## src/rtl/sr_flag_sched_pkg.sv

```systemverilog
// sr_flag_pkg: shared types and helpers for the SR flag scheduler.
//   state_e : scheduler FSM states
//   CNT_W   : width of the PULSE/GAP cycle counter
//   iw_of() : index width needed to address n items (minimum 1 bit)
package sr_flag_pkg;

  typedef enum logic [1:0] {
    ST_IDLE  = 2'd0,
    ST_PULSE = 2'd1,
    ST_CLEAR = 2'd2,
    ST_GAP   = 2'd3
  } state_e;

  localparam int CNT_W = 8;

  function automatic int iw_of(input int n);
    return (n <= 2) ? 1 : $clog2(n);
  endfunction

endpackage

```

## src/rtl/sr_flag_sched_if.sv

```systemverilog
// sr_flag_sched_if: requester command handshake bundle.
//   req_valid [NREQ]     command pending per requester
//   req_set   [NREQ]     1 = set flag, 0 = reset flag
//   req_idx   [NREQ*IW]  flag index, requester k at [k*IW +: IW]
//   req_ready [NREQ]     one-hot accept from the scheduler
// master = requester side, slave = scheduler side.
interface sr_flag_sched_if #(
  parameter int NREQ = 4,
  parameter int IW   = 3
);
  logic [NREQ-1:0]    req_valid;
  logic [NREQ-1:0]    req_set;
  logic [NREQ*IW-1:0] req_idx;
  logic [NREQ-1:0]    req_ready;

  modport master (output req_valid, output req_set, output req_idx, input req_ready);
  modport slave  (input req_valid, input req_set, input req_idx, output req_ready);
endinterface

```

## src/rtl/sr_flag_sched_rr_arbiter.sv

```systemverilog
// rr_arbiter: combinational round-robin pick.
//   valid     [NREQ] candidate requests
//   ptr       [PW]   highest-priority requester this round
//   grant     [NREQ] one-hot winner (zero when nothing valid)
//   grant_idx [PW]   binary index of the winner
//   any              at least one request was valid
module rr_arbiter
  import sr_flag_pkg::*;
#(
  parameter int NREQ = 4,
  parameter int PW   = iw_of(NREQ)
) (
  input  logic [NREQ-1:0] valid,
  input  logic [PW-1:0]   ptr,
  output logic [NREQ-1:0] grant,
  output logic [PW-1:0]   grant_idx,
  output logic            any
);

  logic [PW-1:0] k_s;
  logic          hit_s;

  // Scan from ptr upward with wrap; the first valid requester wins.
  always_comb begin
    grant     = '0;
    grant_idx = '0;
    any       = 1'b0;
    k_s       = '0;
    hit_s     = 1'b0;
    for (int o = 0; o < NREQ; o++) begin
      k_s       = PW'((int'(ptr) + o) % NREQ);
      hit_s     = valid[k_s] & ~any;
      grant     = grant | (NREQ'(hit_s) << k_s);
      grant_idx = hit_s ? k_s : grant_idx;
      any       = any | hit_s;
    end
  end

endmodule

```

## src/rtl/sr_flag_sched.sv

```systemverilog
// sr_flag_sched: round-robin command scheduler that is the sole driver of
// a bank of gated SR flag latches, with a shadow copy of the bank state.
//   clk, rst   rising-edge clock, synchronous active-high reset
//   req        command handshake (slave side of sr_flag_sched_if)
//   clear_all  one-cycle request to clear the whole bank
//   lat_s/r    per-flag set/reset lines (never both high on one flag)
//   lat_en     shared enable; low forces every latch to 0
//   flags      shadow of the bank outputs
//   busy       FSM not in IDLE
//   err        one-cycle pulse after an out-of-range command is accepted
module sr_flag_sched
  import sr_flag_pkg::*;
#(
  parameter int NREQ  = 4,
  parameter int NFLAG = 8,
  parameter int PULSE = 2,
  parameter int GAP   = 1
) (
  input  logic             clk,
  input  logic             rst,
  sr_flag_sched_if.slave   req,
  input  logic             clear_all,
  output logic [NFLAG-1:0] lat_s,
  output logic [NFLAG-1:0] lat_r,
  output logic             lat_en,
  output logic [NFLAG-1:0] flags,
  output logic             busy,
  output logic             err
);

  localparam int IW = iw_of(NFLAG);
  localparam int PW = iw_of(NREQ);
  localparam logic [CNT_W-1:0] PULSE_LAST = CNT_W'(PULSE - 1);
  localparam logic [CNT_W-1:0] GAP_LAST   = CNT_W'((GAP > 0) ? (GAP - 1) : 0);

  state_e           state_r;
  logic [CNT_W-1:0] cnt_r;
  logic [PW-1:0]    rr_ptr_r;
  logic             clear_pend_r;
  logic [IW-1:0]    cmd_idx_r;
  logic             cmd_set_r;
  logic [NFLAG-1:0] flags_r;
  logic [NFLAG-1:0] lat_s_r;
  logic [NFLAG-1:0] lat_r_r;
  logic             lat_en_r;
  logic             busy_r;
  logic             err_r;

  logic             clear_req_s;
  logic             arb_en_s;
  logic [NREQ-1:0]  arb_valid_s;
  logic [NREQ-1:0]  grant_s;
  logic [PW-1:0]    gidx_s;
  logic             any_s;
  logic [IW-1:0]    sel_idx_s;
  logic             sel_set_s;
  logic             oor_s;
  logic             redundant_s;
  logic [NFLAG-1:0] cmd_oh_s;

  // A clear arriving this cycle already counts as pending, so it beats
  // any command and reaches the bank on the very next cycle.
  assign clear_req_s = clear_pend_r | clear_all;
  assign arb_en_s    = ~rst & (state_r == ST_IDLE) & ~clear_req_s;
  assign arb_valid_s = req.req_valid & {NREQ{arb_en_s}};

  rr_arbiter #(
    .NREQ (NREQ),
    .PW   (PW)
  ) u_arb (
    .valid     (arb_valid_s),
    .ptr       (rr_ptr_r),
    .grant     (grant_s),
    .grant_idx (gidx_s),
    .any       (any_s)
  );

  assign req.req_ready = grant_s;

  // Decode the granted command against the shadow state.
  always_comb begin
    sel_idx_s   = req.req_idx[gidx_s*IW +: IW];
    sel_set_s   = req.req_set[gidx_s];
    oor_s       = ({1'b0, sel_idx_s} >= (IW+1)'(NFLAG));
    redundant_s = oor_s ? 1'b0 : (flags_r[sel_idx_s] == sel_set_s);
    cmd_oh_s    = NFLAG'(1'b1) << sel_idx_s;
  end

  // Scheduler FSM with all bank-facing outputs registered.
  always_ff @(posedge clk) begin
    if (rst) begin
      state_r      <= ST_IDLE;
      cnt_r        <= '0;
      rr_ptr_r     <= '0;
      clear_pend_r <= 1'b0;
      cmd_idx_r    <= '0;
      cmd_set_r    <= 1'b0;
      flags_r      <= '0;
      lat_s_r      <= '0;
      lat_r_r      <= '0;
      lat_en_r     <= 1'b0;
      busy_r       <= 1'b0;
      err_r        <= 1'b0;
    end else begin
      err_r        <= 1'b0;
      clear_pend_r <= clear_pend_r | clear_all;
      case (state_r)
        ST_IDLE: begin
          lat_en_r <= 1'b1;
          if (clear_req_s) begin
            state_r      <= ST_CLEAR;
            clear_pend_r <= 1'b0;
            lat_en_r     <= 1'b0;
            busy_r       <= 1'b1;
          end else if (any_s) begin
            rr_ptr_r <= (gidx_s == PW'(NREQ - 1)) ? '0 : gidx_s + PW'(1);
            if (oor_s) begin
              err_r <= 1'b1;
            end else if (redundant_s) begin
              busy_r <= 1'b0;
            end else begin
              state_r   <= ST_PULSE;
              cnt_r     <= '0;
              cmd_idx_r <= sel_idx_s;
              cmd_set_r <= sel_set_s;
              lat_s_r   <= sel_set_s ? cmd_oh_s : '0;
              lat_r_r   <= sel_set_s ? '0 : cmd_oh_s;
              busy_r    <= 1'b1;
            end
          end else begin
            busy_r <= 1'b0;
          end
        end
        ST_PULSE: begin
          if (cnt_r == PULSE_LAST) begin
            lat_s_r            <= '0;
            lat_r_r            <= '0;
            flags_r[cmd_idx_r] <= cmd_set_r;
            cnt_r              <= '0;
            if (GAP == 0) begin
              state_r <= ST_IDLE;
              busy_r  <= 1'b0;
            end else begin
              state_r <= ST_GAP;
            end
          end else begin
            cnt_r <= cnt_r + CNT_W'(1);
          end
        end
        ST_CLEAR: begin
          lat_en_r <= 1'b1;
          flags_r  <= '0;
          cnt_r    <= '0;
          if (GAP == 0) begin
            state_r <= ST_IDLE;
            busy_r  <= 1'b0;
          end else begin
            state_r <= ST_GAP;
          end
        end
        ST_GAP: begin
          if (cnt_r == GAP_LAST) begin
            state_r <= ST_IDLE;
            busy_r  <= 1'b0;
          end else begin
            cnt_r <= cnt_r + CNT_W'(1);
          end
        end
        default: begin
          state_r  <= ST_IDLE;
          lat_s_r  <= '0;
          lat_r_r  <= '0;
          lat_en_r <= 1'b1;
          busy_r   <= 1'b0;
        end
      endcase
    end
  end

  assign lat_s  = lat_s_r;
  assign lat_r  = lat_r_r;
  assign lat_en = lat_en_r;
  assign flags  = flags_r;
  assign busy   = busy_r;
  assign err    = err_r;

endmodule
```

## src/flat_wrapper.sv

```systemverilog
// flat-port wrapper written by rule: the top's interface ports become plain ports
module sr_flag_sched_flat import sr_flag_pkg::*;
#(
  parameter int NREQ  = 4,
  parameter int NFLAG = 8,
  parameter int PULSE = 2,
  parameter int GAP   = 1
)
  (clk, rst, clear_all, lat_s, lat_r, lat_en, flags, busy, err, req_req_valid, req_req_set, req_req_idx, req_req_ready);
  sr_flag_sched_if #(.NREQ(NREQ)) req_i ();
  input  logic clk;
  input  logic rst;
  input  logic clear_all;
  output logic [NFLAG-1:0] lat_s;
  output logic [NFLAG-1:0] lat_r;
  output logic lat_en;
  output logic [NFLAG-1:0] flags;
  output logic busy;
  output logic err;
  input wire logic [$bits(req_i.req_valid)-1:0] req_req_valid;
  input wire logic [$bits(req_i.req_set)-1:0] req_req_set;
  input wire logic [$bits(req_i.req_idx)-1:0] req_req_idx;
  output wire logic [$bits(req_i.req_ready)-1:0] req_req_ready;
  assign req_i.req_valid = req_req_valid;
  assign req_i.req_set = req_req_set;
  assign req_i.req_idx = req_req_idx;
  assign req_req_ready = req_i.req_ready;
  sr_flag_sched #(.NREQ(NREQ), .NFLAG(NFLAG), .PULSE(PULSE), .GAP(GAP)) u_core (.clk(clk), .rst(rst), .req(req_i), .clear_all(clear_all), .lat_s(lat_s), .lat_r(lat_r), .lat_en(lat_en), .flags(flags), .busy(busy), .err(err));
endmodule
```

## config.mk

```make
export PLATFORM = sky130hd
export DESIGN_NAME = sr_flag_sched_flat
export DESIGN_NICKNAME = d
export VERILOG_FILES = /design/src/rtl/sr_flag_sched_pkg.sv /design/src/rtl/sr_flag_sched_if.sv /design/src/rtl/sr_flag_sched_rr_arbiter.sv /design/src/rtl/sr_flag_sched.sv /design/src/flat_wrapper.sv
export SDC_FILE = /design/constraint.sdc
export NUM_CORES = 1
export LEC_CHECK = 0
export CAP_MARGIN = 30
export CORE_AREA = 2 2 77 79
export DETAILED_ROUTE_END_ITERATION = 10
export DIE_AREA = 0 0 79 81
export GPL_TIMING_DRIVEN = 0
export PLACE_DENSITY_LB_ADDON = 0.08
export SYNTH_ARGS = -nofsm -noshare
export SYNTH_HDL_FRONTEND = slang
export SYNTH_SLANG_ARGS = --single-unit
```

## constraint.sdc

```tcl
create_clock -name clk -period 7.6 [get_ports clk]
set_input_delay 0.76 -clock clk [delete_from_list [all_inputs] [get_ports clk]]
set_output_delay 0.76 -clock clk [all_outputs]
set_load 0.05 [all_outputs]
```

---- Word level (Yosys, flattened, before mapping) ----
Index checks and enable logic that the tools add are counted.
storage, ports and cells
  word-level logic and storage cells ...... 131
  bits in registers ....................... 43
  output and inout port bits .............. 31
operators by class
  reduce and logical (&&, ||, !) cells .... 15
  equal/unequal tests ..................... 14
  $lt $le $gt $ge ......................... 8
  shifts and indexed selects .............. 6
  multiply operators ...................... 1
  bitwise gates (word level) .............. 19
  add/subtract/negate cells ............... 5
  muxes and demuxes ....................... 52
operators by type and width
  kind                   count
  $mux W8                15
  $pmux W8 S2            3
  $pmux W8 S4            1
  $mux W2                10
  $shl A1 B2 Y4          4
  $lt A2 B3 Y1 const B   5
  $mux W1                12
  $or A4 B4 Y4           3
  $reduce_and A4 Y1      3
  $shiftx A12 B5 Y3      1
  $bmux W1 S2            5
  $add A8 B1 Y8 const B  1
  $bwmux W8              1
  $eq A8 B1 Y1 const B   1
  $logic_not A8 Y1       1
  $lt A3 B4 Y1 const B   2
  $pmux W2 S4            1
  $reduce_bool A2 Y1     4
  $shl A1 B3 Y8 const A  1
  $eq A2 B2 Y1 const B   3
  $ne A2 B1 Y1 const B   3
  $ne A2 B2 Y1 const B   3
  $not A1 Y1             6
  $and A1 B1 Y1          5
  19 further kinds       26

---- Depth between registers and ports, before layout ----
  depth in word-level cells ............... 24
  mapped depth ............................ 17

---- By module ----
A second synthesis with hierarchy kept.
second synthesis, totals
  cell total of the unflattened synthesis .. 314
  area, all modules ....................... 2611.3 sq um
by module, submodules not included
  module         instances  seq. area each (sq um)  area an instance (sq um)  cells an instance
  sr_flag_sched  1          860.8                   2416.1                    284
  rr_arbiter     1          0.0                     195.2                     30

---- Least setup slack after synthesis ----
No wires, ideal clock.
  kind .................................... input -> register
  from .................................... in req_req_valid[2]
  to ...................................... reg u_core.lat_s_r[0] (netlist: u_core.lat_s[0])
  slack ................................... 3932 ps
  stages .................................. 13
  arrival ................................. 3608 ps
  setup time .............................. 60 ps
  cell sequence ........................... nor2b_1 > a221o_1 > and3_1 > a2111oi_4 > or3_1 > a2111oi_0 > a211o_1 > or3b_1 > buf_2 > and2_4 > buf_6 > nor4b_4 > a22o_1
between the ends
  cells in the longest elaborated chain, start to end .. 20
  elaborated cells on any way between the ends .. 38
  those cells by class .................... 1 x mul; 3 x eq/ne; 2 x shift; 21 x mux; 10 x bitwise; 1 x reduce/logical
ends and longest elaborated chain
  what                                                                    line                  text
  start, declared                                                         flat_wrapper.sv:20    input wire logic [$bits(req_i.req_valid)-1:0] req_req_valid;
  $and A4 B4 Y4 *                                                         sr_flag_sched.sv:65   assign arb_valid_s = req.req_valid & {NREQ{arb_en_s}};
  parallel branches: the longest is 19 deep, another holds $mul A2 B2 Y4  -
  end signal, assigned                                                    sr_flag_sched.sv:126  lat_s_r <= sel_set_s ? cmd_oh_s : '0;
  end, declared                                                           sr_flag_sched.sv:43   logic [NFLAG-1:0] lat_s_r;
Mark *: on every way between the ends. The select of a mux whose other input is x is not followed.
A chain may end at the register's enable or synchronous reset.

---- Final worst setup path ----
  from .................................... in req_req_valid[2]
  to ...................................... reg u_core.lat_r_r[6] (netlist: u_core.lat_r[6])
between the ends
  cells in the longest elaborated chain, start to end .. 20
  elaborated cells on any way between the ends .. 38
  those cells by class .................... 1 x mul; 3 x eq/ne; 2 x shift; 21 x mux; 10 x bitwise; 1 x reduce/logical
ends and longest elaborated chain
  what                                                                    line                  text
  $and A4 B4 Y4 *                                                         sr_flag_sched.sv:65
  parallel branches: the longest is 19 deep, another holds $mul A2 B2 Y4  -
  end signal, assigned                                                    sr_flag_sched.sv:127  lat_r_r <= sel_set_s ? '0 : cmd_oh_s;
  end, declared                                                           sr_flag_sched.sv:44   logic [NFLAG-1:0] lat_r_r;
Marked as above.

==> results.cfg <==
[outcome]
status = finished clean

[worst_setup_path]
rr_endpoint = u_core.state_r[1]$_SDFFE_PP0P_
cp_top_family = compound AO/OA/AOI/OAI gates
slowest_stage = clkdlybuf4s50_1
startpoint_type = input pin
worst_path_most_repeated_cell = buf_2
ff2ff_path_depth = 16
path_class = input pin to flip-flop
crit_arrival_ps = 4530
path_cells = clkdlybuf4s50_1 > nor2b_1 > a221o_1 > and3_1 > a2111oi_4 > nor3_1 > a2111oi_0 > a211o_1 > or3b_1 > buf_2 > nand3_1 > a21oi_2 > buf_2 > a22o_1
path_max_fanout = 10
max_stage_delay_ps = 530
rr_startpoint = u_core.state_r[0]$_SDFFE_PP0P_
path_buf_inv = 3
crit_required_ps = 7840
critPathCaptureType = flip-flop
reg2reg_slack_ps = 3720

[global_routing]
gr-usage-all-layers_pct = 20.6
grt_pass1_vias = 2227
antenna_found_initial = 0
grt_max_degree = 15
grt_pass1_wl_mm = 10.6
grt_remaining_overflow = 0

[floorplanning]
start_util_pct = 44.3
dieArea_um2 = 6400
rows = 28
ios = 54
die_h_um = 81
core_um2 = 5680
die_x_um = 79

[min_path]
hold_end = u_core.lat_r[1]$_SDFFE_PP0P_
holdPathStages = 1
worstHoldStart = u_core.lat_r[1]$_SDFFE_PP0P_
hold_class = flip-flop to flip-flop

[yosys]
synth-seq-cells = 43
yosys.cell_types.count = 64
ys.flop_type = dfxtp_1
yosysSeqAreaShare_pct = 34.3
synth_edf_count = 0
syn_area_um2 = 2510
yosysTopAreaCell = dfxtp_1
syn_inst = 291
syn-num-nets = 322
yosys_warnings = 0
synth_top_area_share_pct = 34.3
ys_async_sr_fraction_pct = 0
synthTopCellsByArea = dfxtp_1 (34%), a21oi_1 (5.0%), a22o_1 (4.2%)
avgSynthCellArea_um2 = 8.63

[detailed_routing]
via_per_inst = 5.62
vias = 2395
detail-route-antenna-nets = 0
routedWlPerCell_um = 15.1
drt_wl_total_mm = 6.41
drcViolationCount = 0
dr.pass1.iters = 4
drt_iter0_markers = 108

[job]
drv_cap = 0

[sta]
slew_headroom_pct = 61.6
skew_ps = 5.10
fmax_mhz = 233
rsz0062_at_grt = no
finalHoldViolCount = 0
report.final.setup_viol = 0
holdWs_ps = 483
worstMarginPinSlew_ps = 572
fin_setup_tns_ps = 0
period_needed_ps = 4290
fin_crit_sh_pct = 56.4
finalMaxSlewViolations = 0

[finish]
drive_gt1_share_pct = 8.55
syn_to_final_growth_pct = 28.9
diodes = 0
nNetsFinal = 381

[clock_tree]
cts_buffer_depth = 2
clkLatencyLatePin_ps = 290
hold_buffers = 0
cts_inserted_buffers = 5
cts_root_buf = clkbuf_8
clk_pin_slew_ps = 80
cts_resized = 0
clock-sinks = 43
ctsHtreeMaxLevel = 2
post_cts_buffers = 0
cts_tree = built

[power_and_ir_drop]
powerDensity_nw_per_um2 = 238
ir_drop_mv = 0.221
p_leak_nw = 1.21

[placement]
gp_congestion = 0.808
hpwl_mm = 4.69
portBuffers = 52
==> metal layers <==
metal  part of all wire [%]  track usage [%]  routed length, um
met1                     48             27.8               3100
met2                     45             34.0               2910
met3                    5.0             3.89                320
met4                    1.3             5.69                 81
met5                      0                0                  0
==> sequential cells by signal (all words and copies together), names as in the netlist <==
name / cells
u_core.clear_pend_r: 1
u_core.busy: 1
u_core.flags: 8
u_core.cnt_r: 8
u_core.state_r: 2
u_core.lat_en: 1
u_core.cmd_idx_r: 3
u_core.lat_s: 8
u_core.rr_ptr_r: 2
u_core.lat_r: 8
u_core.cmd_set_r: 1
==> how the worst max path moves through the flow <==
stage / start / to / slack (ps) / depth (start not counted)
2_1_floorplan: req_req_valid[2] / u_core.lat_s[0]$_SDFFE_PP0P_ / 3930 / 13
3_3_place_gp: req_req_valid[2] / u_core.state_r[1]$_SDFFE_PP0P_ / 3030 / 13
3_5_place_dp: req_req_valid[2] / u_core.state_r[1]$_SDFFE_PP0P_ / 3020 / 13
4_1_cts: req_req_valid[2] / u_core.state_r[1]$_SDFFE_PP0P_ / 3320 / 13
5_1_grt: req_req_valid[2] / u_core.lat_r[4]$_SDFFE_PP0P_ / 3020 / 14
6_report: req_req_valid[2] / u_core.lat_r[6]$_SDFFE_PP0P_ / 3310 / 14
==> stage by stage <==
step                      area [um2]  total power [mW]  util (%)  setup WS [ps]  cells
after global placement          3130             0.594      55.1           3030    418
after detailed placement        3130             0.596      55.1           3020    418
after CTS                       3240             0.776      57.1           3320    426
after floorplan                 2510             0.510         -           3930    291
after global routing            3240             0.826      57.1           3020    426
final                           3240             0.772      57.1           3310    426
==> report_power, final <==
group,internal [mW],switching (mW)
registers,0.244,0.0161
logic,0.125,0.211
clock network,0.0978,0.0781
total,0.467,0.305
==> worst reg2reg max path: cells and delay by family, from the launching register on <==
kind / cells / cell delay (ps)
buffers and inverters: 5 / 780
and+or+nand+nor: 4 / 1060
DFF: 1 / 330
AOI/OAI and AO/OA: 5 / 1140
adders and majority gates: 1 / 330
muxes: 1 / 140
==> cell usage after synthesis, types with 8 or more instances <==
master and number:
a21oi_1 25, a22o_1 12, a32o_1 9, and3_1 10, dfxtp_1 43, ha_1 8
inv_1 10, nand2_1 23, nand3_1 11, nor2_1 13, nor3_1 12, o21ai_0 17
==> layout make-up <==
| class | count | area [um2] |
|---|---|---|
| clock inverters | 3 | 43.8 |
| clock buffers | 5 | 68.8 |
| inverters | 11 | 41.3 |
| fillers | 563 | 2440 |
| plain buffers | 16 | 103 |
| multi-input cells | 221 | 1510 |
| repair buffers | 52 | 520 |
| well taps | 75 | 93.8 |
| flip-flops and latches | 43 | 861 |
==> cell usage in the layout, fill, tap and decap left out, drive strengths merged, types with 4 or more instances in the layout <==
master,instances
clkdlybuf4s50,52
dfxtp,43
a21oi,26
nand2,23
o21ai,21
nor2,14
nor3,12
a22o,12
nand3,12
inv,11
buf,11
and3,10
clkbuf,10
a32o,9
ha,8
nor2b,5
mux2i,5
and2,5
nand2b,4
nor3b,4
nor4b,4
mux2,4
==> cell families (layout without fill, tap and decap cells) <==
logic type	Yosys count	after routing	synth area share, %
buffers and inverters	27	87	5.73
multiplexers	9	9	3.78
AO/OA/AOI/OAI	98	98	28.1
flip-flops	43	43	34.3
AND/OR/NAND/NOR	105	105	24.0
other	1	1	0.149
adder cells (fa/ha/maj)	8	8	3.98
(Power assumes the default switching activity.)
==> patch, RTL diff (same settings) <==
Make the reset (`rst`) asynchronous in one clocked block. Comments in the files are not updated.
--- a/src/rtl/sr_flag_sched.sv
+++ b/src/rtl/sr_flag_sched.sv
@@ -89,3 +89,3 @@
   // Scheduler FSM with all bank-facing outputs registered.
-  always_ff @(posedge clk) begin
+  always_ff @(posedge clk or posedge rst) begin
     if (rst) begin
Formal check against the unedited RTL: differs if rst is asserted again (counterexample within 4 cycles, from zero or initial values and one cycle with rst high); with rst held inactive, the same outputs for 4 cycles.
==> patch against the original RTL <==
Hold slack improved by 0.033 ns; worst setup slack lost 0.32 ns; cell count grew 11%; routed wire length grew 9.6%; sequential cell count stayed put; design area up 12%; area after synthesis up 16%; critical endpoint is now req_req_ready[3].
Power is not compared: it rests on default switching activity, and its combinational part moved more than twofold at a synthesized area within 25%.
==> patch: results (changes against the original RTL) <==
- Skew final: 0.00963 ns (+0.00452 ns)
- YS warnings: 0 (unchanged)
- Total Routed Length: 7030 µm (+9.6%)
- Fin Hold WS: 0.516 ns (+0.0329 ns)
- HPWL after detailed placement: 5390 µm (+15%)
- Status: finished clean
- Filler Cell Count: 524 (-6.9%)
- Critical path's slowest cell: clkdlybuf4s50_1
- Worst reg2reg endpoint: u_core.lat_s[4]
- Post-place instance area: 3550 µm² (+13%)
- Sequential area share after synthesis: 36.9% (+2.7 points)
- Synth cell count leaders: 64 x nand2_1, 43 x dfrtp_1, 30 x mux2i_1, 27 x nor2_1, 20 x o21ai_0
- Largest net degree at the start of global routing: 37 (+22)
- Rel. slew slack: 53.8% (-7.7 points)
- First DRT Iteration DRCs: 168 (+56%)
- Setup CP Type: flip-flop to output port
- Hold Crit Start: u_core.cnt_r[7]
- GRT Total Usage: 23.3% (+2.6 points)
- Placer Congestion: 0.874 (+8.2%)
- Layout Nets: 427 (+12%)
- Ant. Diodes: 0 (unchanged)
- Number of global-route vias before repair: 2,523 (+13%)
- CP top delay family: buffers and inverters
- Syn Inst Count: 336 (+15%)
- Cell Count, Final, Fillers Out: 472 (+11%)
- Synth area leaders: dfrtp_1 37%, mux2i_1 10%, nand2_1 8.2%, nor2_1 3.5%, ha_1 3.4%
- Hold Path Depth: 1 (unchanged)
- Crit-path max cell delay: 0.82 ns (+0.29 ns)
- Most used cell, CP: nor2_1
- Via-to-Cell Ratio: 5.65 (+0.43%)
- Syn-to-layout area delta: 25.0%
- Placed Cells: 464 (+11%)
- Layout cells sized above 1: 8.56% (+0.017 points)
- Setup Slack @ Placement: 2.76 ns (-0.259 ns)
- Library cells used by synthesis: 55 (-14%)
- Reg2Reg Setup Slack: 3.03 ns (-0.69 ns)
- Global-route wire length before repair: 11,800 µm (+11%)
- DR pass1 iterations: 4 (unchanged)
- CP endpoint kind: output port
- Net Count, Synth: 367 (+14%)
- End point of the worst hold path: u_core.cnt_r[7]
- Post-synth ARST share: 100% (+100 points)
- R2r startpoint: u_core.state_r[0]
==> patch: cell types whose count changed in the layout (fill, tap and decap cells not counted), sizes merged, moves of 5 or more <==
cell   change
mux2i     +26
dfxtp     -43
and2       -5
a21oi     -16
nor2      +13
o31ai      +6
dfrtp     +43
inv        +5
a22o      -11
nand2     +41
a32o       -9
and3       -5
==> patch: routing by layer <==
layer	global-route usage (%)	vias up	wire [µm]
met5	0	-	0
met4	6.38	0	99
met3	4.33	9	355
met2	35.9	70	3080
met1	33.7	1252	3500
li1	-	1334	-
==> patch: cell families (layout without fill, tap and decap cells) <==
kind of cell,after synthesis,after routing,share of synthesized area [%]
AOI/OAI and AO/OA,83,83,20.2
xor gates and xnor gates,1,1,0.301
muxes,34,34,12.2
buffers and inverters,28,89,4.60
adders and majority gates,8,8,3.44
DFF,43,43,36.9
other,1,1,0.129
and+or+nand+nor,138,138,22.1
==> patch: worst max-delay path by stage <==
stage	to	slack [ns]
detailed placement	u_core.lat_s[4]	2.76
finish	req_req_ready[3]	2.99
floorplan	u_core.lat_r[0]	3.17
global route	u_core.lat_r[1]	2.78
CTS	req_req_ready[3]	3.04
global placement	u_core.lat_s[7]	1.87
==> patch: where the power goes <==
part	switching [mW]	internal [mW]
sequential	0.0524	0.306
clock	0.0848	0.0657
combinational	0.446	0.236
==> patch: final cells by class <==
type	count	area share (%)
Multi-Input combinational cell	265	46.8
Sequential cell	43	29.6
Timing Repair Buffer	53	14.9
Tap cell	75	2.58
Buffer	13	2.13
Clock buffer	5	1.89
Inverter	15	1.55
Clock inverter	3	0.653
